--- src/rtl/blob_locator.sv ---
// Colour-threshold blob tracker: accumulates target-pixel count and row/column sums
// per raster, then divides at end of frame to produce a clamped centroid.
module blob_locator #(
    parameter int         H_ACTIVE  = 800,
    parameter int         V_ACTIVE  = 600,
    parameter logic [7:0] R_TH      = 8'd160,
    parameter logic [7:0] G_TH      = 8'd96,
    parameter logic [7:0] B_TH      = 8'd96,
    parameter int         MIN_COUNT = 64,
    parameter int         HALF      = 64
) (
    input  logic        i_clk,
    input  logic        i_rst_n,
    input  logic        i_valid,
    input  logic [31:0] i_data,
    output logic [9:0]  o_row,
    output logic [9:0]  o_col,
    output logic        o_found,
    output logic        o_update
);
    localparam int ITERS = 30;

    typedef enum logic [1:0] {S_IDLE, S_DIV, S_DONE} state_t;

    state_t      r_state, w_state_nx;
    logic [9:0]  r_row, r_col;
    logic [18:0] r_cnt;
    logic [28:0] r_srow;
    logic [29:0] r_scol;
    logic [18:0] r_dcnt, r_rrow, r_rcol;
    logic [29:0] r_qrow, r_qcol;
    logic [4:0]  r_iter;
    logic [9:0]  r_orow, r_ocol;
    logic        r_found, r_upd;

    logic        w_tgt, w_eol, w_eof, w_start, w_step, w_load, w_unused;
    logic [18:0] w_cnt_nx;
    logic [28:0] w_srow_nx;
    logic [29:0] w_scol_nx;
    logic [48:0] w_drow, w_dcol;

    // One restoring-divide step: returns {remainder, dividend/quotient shift register}.
    function automatic logic [48:0] div_step(input logic [18:0] rem, input logic [29:0] q,
                                             input logic [18:0] d);
        logic [19:0] sh;
        sh = {rem, q[29]};
        if (sh >= {1'b0, d}) div_step = {19'(sh - {1'b0, d}), q[28:0], 1'b1};
        else                 div_step = {sh[18:0], q[28:0], 1'b0};
    endfunction

    function automatic logic [9:0] clamp(input logic [29:0] q, input int lo, input int hi);
        if (q < 30'(lo))      clamp = 10'(lo);
        else if (q > 30'(hi)) clamp = 10'(hi);
        else                  clamp = q[9:0];
    endfunction

    assign w_unused  = ^i_data[31:24];
    assign w_tgt     = i_valid && (i_data[23:16] >= R_TH) && (i_data[15:8] < G_TH)
                       && (i_data[7:0] < B_TH);
    assign w_eol     = (r_col == 10'(H_ACTIVE - 1));
    assign w_eof     = i_valid && w_eol && (r_row == 10'(V_ACTIVE - 1));
    assign w_cnt_nx  = r_cnt + 19'(w_tgt);
    assign w_srow_nx = r_srow + (w_tgt ? 29'(r_row) : 29'd0);
    assign w_scol_nx = r_scol + (w_tgt ? 30'(r_col) : 30'd0);
    assign w_drow    = div_step(r_rrow, r_qrow, r_dcnt);
    assign w_dcol    = div_step(r_rcol, r_qcol, r_dcnt);

    // Raster position and accumulators; the end-of-frame pixel is folded into the
    // divider snapshot while the accumulators restart from zero.
    always_ff @(posedge i_clk) begin
        if (!i_rst_n) begin
            r_row  <= '0;
            r_col  <= '0;
            r_cnt  <= '0;
            r_srow <= '0;
            r_scol <= '0;
        end else if (i_valid) begin
            r_col <= w_eol ? 10'd0 : r_col + 10'd1;
            if (w_eol) r_row <= (r_row == 10'(V_ACTIVE - 1)) ? 10'd0 : r_row + 10'd1;
            if (w_eof) begin
                r_cnt  <= '0;
                r_srow <= '0;
                r_scol <= '0;
            end else begin
                r_cnt  <= w_cnt_nx;
                r_srow <= w_srow_nx;
                r_scol <= w_scol_nx;
            end
        end
    end

    always_ff @(posedge i_clk) begin
        if (!i_rst_n) r_state <= S_IDLE;
        else          r_state <= w_state_nx;
    end

    always_comb begin
        w_state_nx = r_state;
        case (r_state)
            S_IDLE: if (w_eof) w_state_nx = S_DIV;
            S_DIV:  if (r_iter == 5'(ITERS - 1)) w_state_nx = S_DONE;
            S_DONE: w_state_nx = S_IDLE;
            default: w_state_nx = S_IDLE;
        endcase
    end

    always_comb begin
        w_start = (r_state == S_IDLE) && w_eof;
        w_step  = (r_state == S_DIV);
        w_load  = (r_state == S_DONE);
    end

    always_ff @(posedge i_clk) begin
        if (!i_rst_n) begin
            r_dcnt <= '0;
            r_rrow <= '0;
            r_rcol <= '0;
            r_qrow <= '0;
            r_qcol <= '0;
            r_iter <= '0;
        end else if (w_start) begin
            r_dcnt <= w_cnt_nx;
            r_qrow <= {1'b0, w_srow_nx};
            r_qcol <= w_scol_nx;
            r_rrow <= '0;
            r_rcol <= '0;
            r_iter <= '0;
        end else if (w_step) begin
            {r_rrow, r_qrow} <= w_drow;
            {r_rcol, r_qcol} <= w_dcol;
            r_iter           <= r_iter + 5'd1;
        end
    end

    always_ff @(posedge i_clk) begin
        if (!i_rst_n) begin
            r_orow  <= 10'd300;
            r_ocol  <= 10'd400;
            r_found <= 1'b0;
            r_upd   <= 1'b0;
        end else begin
            r_upd <= w_load;
            if (w_load) begin
                r_found <= (r_dcnt >= 19'(MIN_COUNT));
                if (r_dcnt >= 19'(MIN_COUNT)) begin
                    r_orow <= clamp(r_qrow, HALF, V_ACTIVE - HALF - 1);
                    r_ocol <= clamp(r_qcol, HALF, H_ACTIVE - HALF - 1);
                end
            end
        end
    end

    assign o_row    = r_orow;
    assign o_col    = r_ocol;
    assign o_found  = r_found;
    assign o_update = r_upd;
endmodule

--- config.mk ---
export PLATFORM = sky130hd
export DESIGN_NAME = blob_locator
export DESIGN_NICKNAME = d
export VERILOG_FILES = /design/src/rtl/blob_locator.sv
export SDC_FILE = /design/constraint.sdc
export NUM_CORES = 1
export LEC_CHECK = 0
export CELL_PAD_IN_SITES_DETAIL_PLACEMENT = 1
export CELL_PAD_IN_SITES_GLOBAL_PLACEMENT = 1
export CORE_MARGIN = 5
export CORE_UTILIZATION = 52
export CTS_CLUSTER_SIZE = 14
export DETAILED_ROUTE_END_ITERATION = 12
export DONT_BUFFER_PORTS = 1
export PLACE_DENSITY_LB_ADDON = 0.15
export SETUP_SLACK_MARGIN = 0.3
export SYNTH_ARGS = -nofsm -noshare
export SYNTH_HDL_FRONTEND = slang
export SYNTH_SLANG_ARGS = --single-unit
--- constraint.sdc ---
create_clock -name i_clk -period 12.4 [get_ports i_clk]
set_clock_uncertainty 0.2 [all_clocks]
set_input_delay 1.86 -clock i_clk [delete_from_list [all_inputs] [get_ports i_clk]]
set_output_delay 1.86 -clock i_clk [all_outputs]
set_load 0.01 [all_outputs]
==> flow_summary.yaml <==
sta:
  holdWs_ns: 0.273
  setup_tns_ns: 0
  period_share_pct: 43.2
  timing.final.hold_violations: 0
  slew_violations: 0
  fmaxAchievable_mhz: 187
  rsz0062_at_grt: "false"
  setup_violations: 0
  slew_headroom_pct: 17.3
  period_needed_ns: 5.36
  worstMarginPinSlew_ns: 1.24
worst_setup_path:
  cp-start-kind: "primary input"
  critPathCaptureType: "flop"
  worstPathRequired_ns: 12.64
  crit_arrival_ns: 5.60
  crit_fanout: 21
  ff2ff_path_depth: 9
  critPathKind: "in -> reg"
  reg2reg_to: "r_qcol[17]$_SDFFE_PN0P_"
  r2r_slack_ns: 8.39
  rr_startpoint: "r_col[0]$_SDFFE_PN0P_"
clocking:
  post_cts_resize_count: 0
  cts_root_buffer: "clkbuf_16"
  cts.sinks: 244
  hold_buffers: 0
  cts_tree: "yes"
  clk_pin_slew_ns: 0.06
  worst_skew_pair.late_latency_ns: 0.56
  cts_setup_buffers: 0
  ctsLongestPathBuffers: 3
  cts_buffers: 28
  cts.htree.levels: 1
global_routing:
  grt.overflow.total: 0
  grt_start_max_net_pins: 179
  first_global_vias: 13100
  antenna_found_initial: 0
  track_usage_pct: 26.3
  grt_pass1_wl_mm: 67.8
layout:
  postLayoutCellArea_sq_um: 15300
  diodes: 0
  layout-drive-gt1-share_pct: 5.14
  fin_nets: 1832
  finish.utilization_pct: 57.0
  finalNonFillerCells: 2092
  area_delta_synth_final_pct: 8.22
die:
  die_w_um: 175
  fp-row-count: 60
  core_area_sq_um: 26900
  die_area_sq_um: 30600
  io_pins: 57
  dieHeight_um: 175
  start_util_pct: 52.7
power_and_ir_drop:
  p_seq_share_pct: 46.6
  p_sw_mw: 0.368
  p_clk_share_pct: 52.0
  comb_power_share_pct: 1.4
  intPower_mw: 1.32
  worst_ir_drop_vdd_uv: 88.9
  power_leakage_nw: 6.10
  power_density_nw_per_um2: 110
  swShare_pct: 21.8
drt:
  dr.pass1.iters: 5
  drt_iter0_markers: 820
  wl_per_cell_um: 19.6
  vias: 12800
  routed_wirelength_mm: 41.1
  via_per_inst: 6.10
  drcViolationCount: 0
  antenna_left: 0
synthesis:
  synth_area_sq_um: 14200
  yosysMostFrequentCell: "nand2_1"
  synth_cells: 1774
  yosysUniqueCellTypes: 76
  ys_seq_area_share_pct: 34.5
  synth-edff-count: 0
  synth.avg_cell_area_sq_um: 7.98
  netlist.area_leader.share_pct: 34.5
  synth_common_cells: "nand2_1 (260), dfxtp_1 (244), o21ai_0 (149), a21oi_1 (108), nor2_1 (94)"
  synth-async-reset-ratio_pct: 0
  synth.area.top_cells: "dfxtp_1 (35%), nand2_1 (6.9%), ha_1 (5.7%)"
  ys_ff_latch: 244
  yosysWarnings: 0
  syn_nets: 1877
  yosys.area.top_type: "dfxtp_1"
  ys.flop_type: "dfxtp_1"
min_path:
  worst_hold_startpoint: "r_rcol[1]$_SDFFE_PP0P_"
  hold_end: "r_rcol[1]$_SDFFE_PP0P_"
  hold_depth: 2
  min_path_type: "reg -> reg"
placement:
  place_area_sq_um: 14300
  dpl.hpwl_mm: 27.9
  dpl.cell_count: 2040
  gp_congestion: 0.870
  io_buffers: 0
status:
  status: "completed"
run:
  maxCapViolCount: 0
cells in the final DEF (no fill, tap or decap), types with 9 or more instances in the layout:
master,instances
o21ai_1,17
a22o_1,25
nand4_1,17
nor3_1,37
xnor2_1,63
clkbuf_16,28
a21boi_0,59
and3_1,42
and2_1,45
a22oi_1,40
buf_4,13
mux2i_1,17
o21ai_0,149
ha_1,64
clkinv_2,11
o211ai_1,11
nor4_1,15
o21a_1,21
nand2b_1,9
dfxtp_1,244
nand3_1,54
nand2_1,260
a21o_1,17
inv_1,54
xor2_1,56
nor2b_1,36
nor2_1,92
a31oi_1,16
a21oi_1,108
o211a_1,18
a211oi_1,11
cell type report:
cell class                      count  area (sq um)
Multi-Input combinational cell   1387          8720
Timing Repair Buffer               13          97.6
Fill cell                        3319         11600
Inverter                           55           206
Sequential cell                   244          4880
Tap cell                          341           427
Clock inverter                     18           206
Clock buffer                       34           773
cell families after synthesis:
| family | count (synthesis) | synth area share [%] |
|---|---|---|
| mux | 17 | 1.20 |
| compound gates | 529 | 24.0 |
| buf+inv | 143 | 4.07 |
| simple gates | 654 | 22.6 |
| fa+ha+maj | 68 | 6.22 |
| xor+xnor | 119 | 7.36 |
| flops | 244 | 34.5 |
worst max-delay path by stage:
| stage | from | to | slack [ns] | cells past startpoint |
|---|---|---|---|---|
| after floorplan | i_valid | r_qrow[28]$_SDFFE_PN0P_ | 7.04 | 17 |
| after global placement | i_data[14] | r_qrow[28]$_SDFFE_PN0P_ | 6.66 | 17 |
| after detailed placement | i_data[14] | r_qrow[28]$_SDFFE_PN0P_ | 6.57 | 17 |
| after CTS | i_data[14] | r_qrow[28]$_SDFFE_PN0P_ | 7.07 | 17 |
| after global routing | i_data[14] | r_qrow[28]$_SDFFE_PN0P_ | 6.72 | 17 |
| final | i_data[14] | r_qrow[28]$_SDFFE_PN0P_ | 7.04 | 17 |
registers in the layout (all words and copies together) (netlist names):
register,count
o_col,10
o_found,1
o_row,10
o_update,1
r_cnt,19
r_col,10
r_dcnt,19
r_iter,5
r_qcol,30
r_qrow,30
r_rcol,19
r_row,10
r_rrow,19
r_scol,30
r_srow,29
r_state,2
worst max-delay path: stages:
cell,delay [ns]
a22oi_1,0.16
o21ai_0,0.13
nor4_2,0.22
buf_4,0.27
and2_1,0.16
ha_1,0.17
inv_1,0.06
fa_1,0.41
nor2b_1,0.14
o21ai_0,0.14
a21boi_1,0.29
o2111ai_1,0.22
a211oi_2,0.57
nor3b_1,0.42
xnor2_1,0.16
o21ai_1,0.07
and2_1,0.16
metal layers:
| layer | vias to the layer above | GRT usage (%) | part of all wire [%] |
|---|---|---|---|
| met5 | - | 0 | 0 |
| met4 | 0 | 5.60 | 1.9 |
| met3 | 67 | 2.96 | 3.5 |
| met2 | 197 | 45.7 | 48 |
| met1 | 6296 | 35.4 | 46 |
| li1 | 6204 | - | - |
power by group through the flow:
| stage | logic (mW) | clock network, mW | registers, mW |
|---|---|---|---|
| after floorplan | 0.0243 | 0 | 0.803 |
| after global placement | 0.0226 | 0 | 0.803 |
| after detailed placement | 0.0232 | 0 | 0.803 |
| after CTS | 0.0233 | 0.892 | 0.785 |
| after global routing | 0.0253 | 0.927 | 0.785 |
| final | 0.0234 | 0.877 | 0.786 |
stage by stage:
step	setup WS [ns]	total power, mW
2_1_floorplan	7.04	0.827
3_3_place_gp	6.66	0.826
3_5_place_dp	6.57	0.826
4_1_cts	7.07	1.70
5_1_grt	6.72	1.74
6_report	7.04	1.69
No activity file was read; power rests on OpenSTA's default activity.
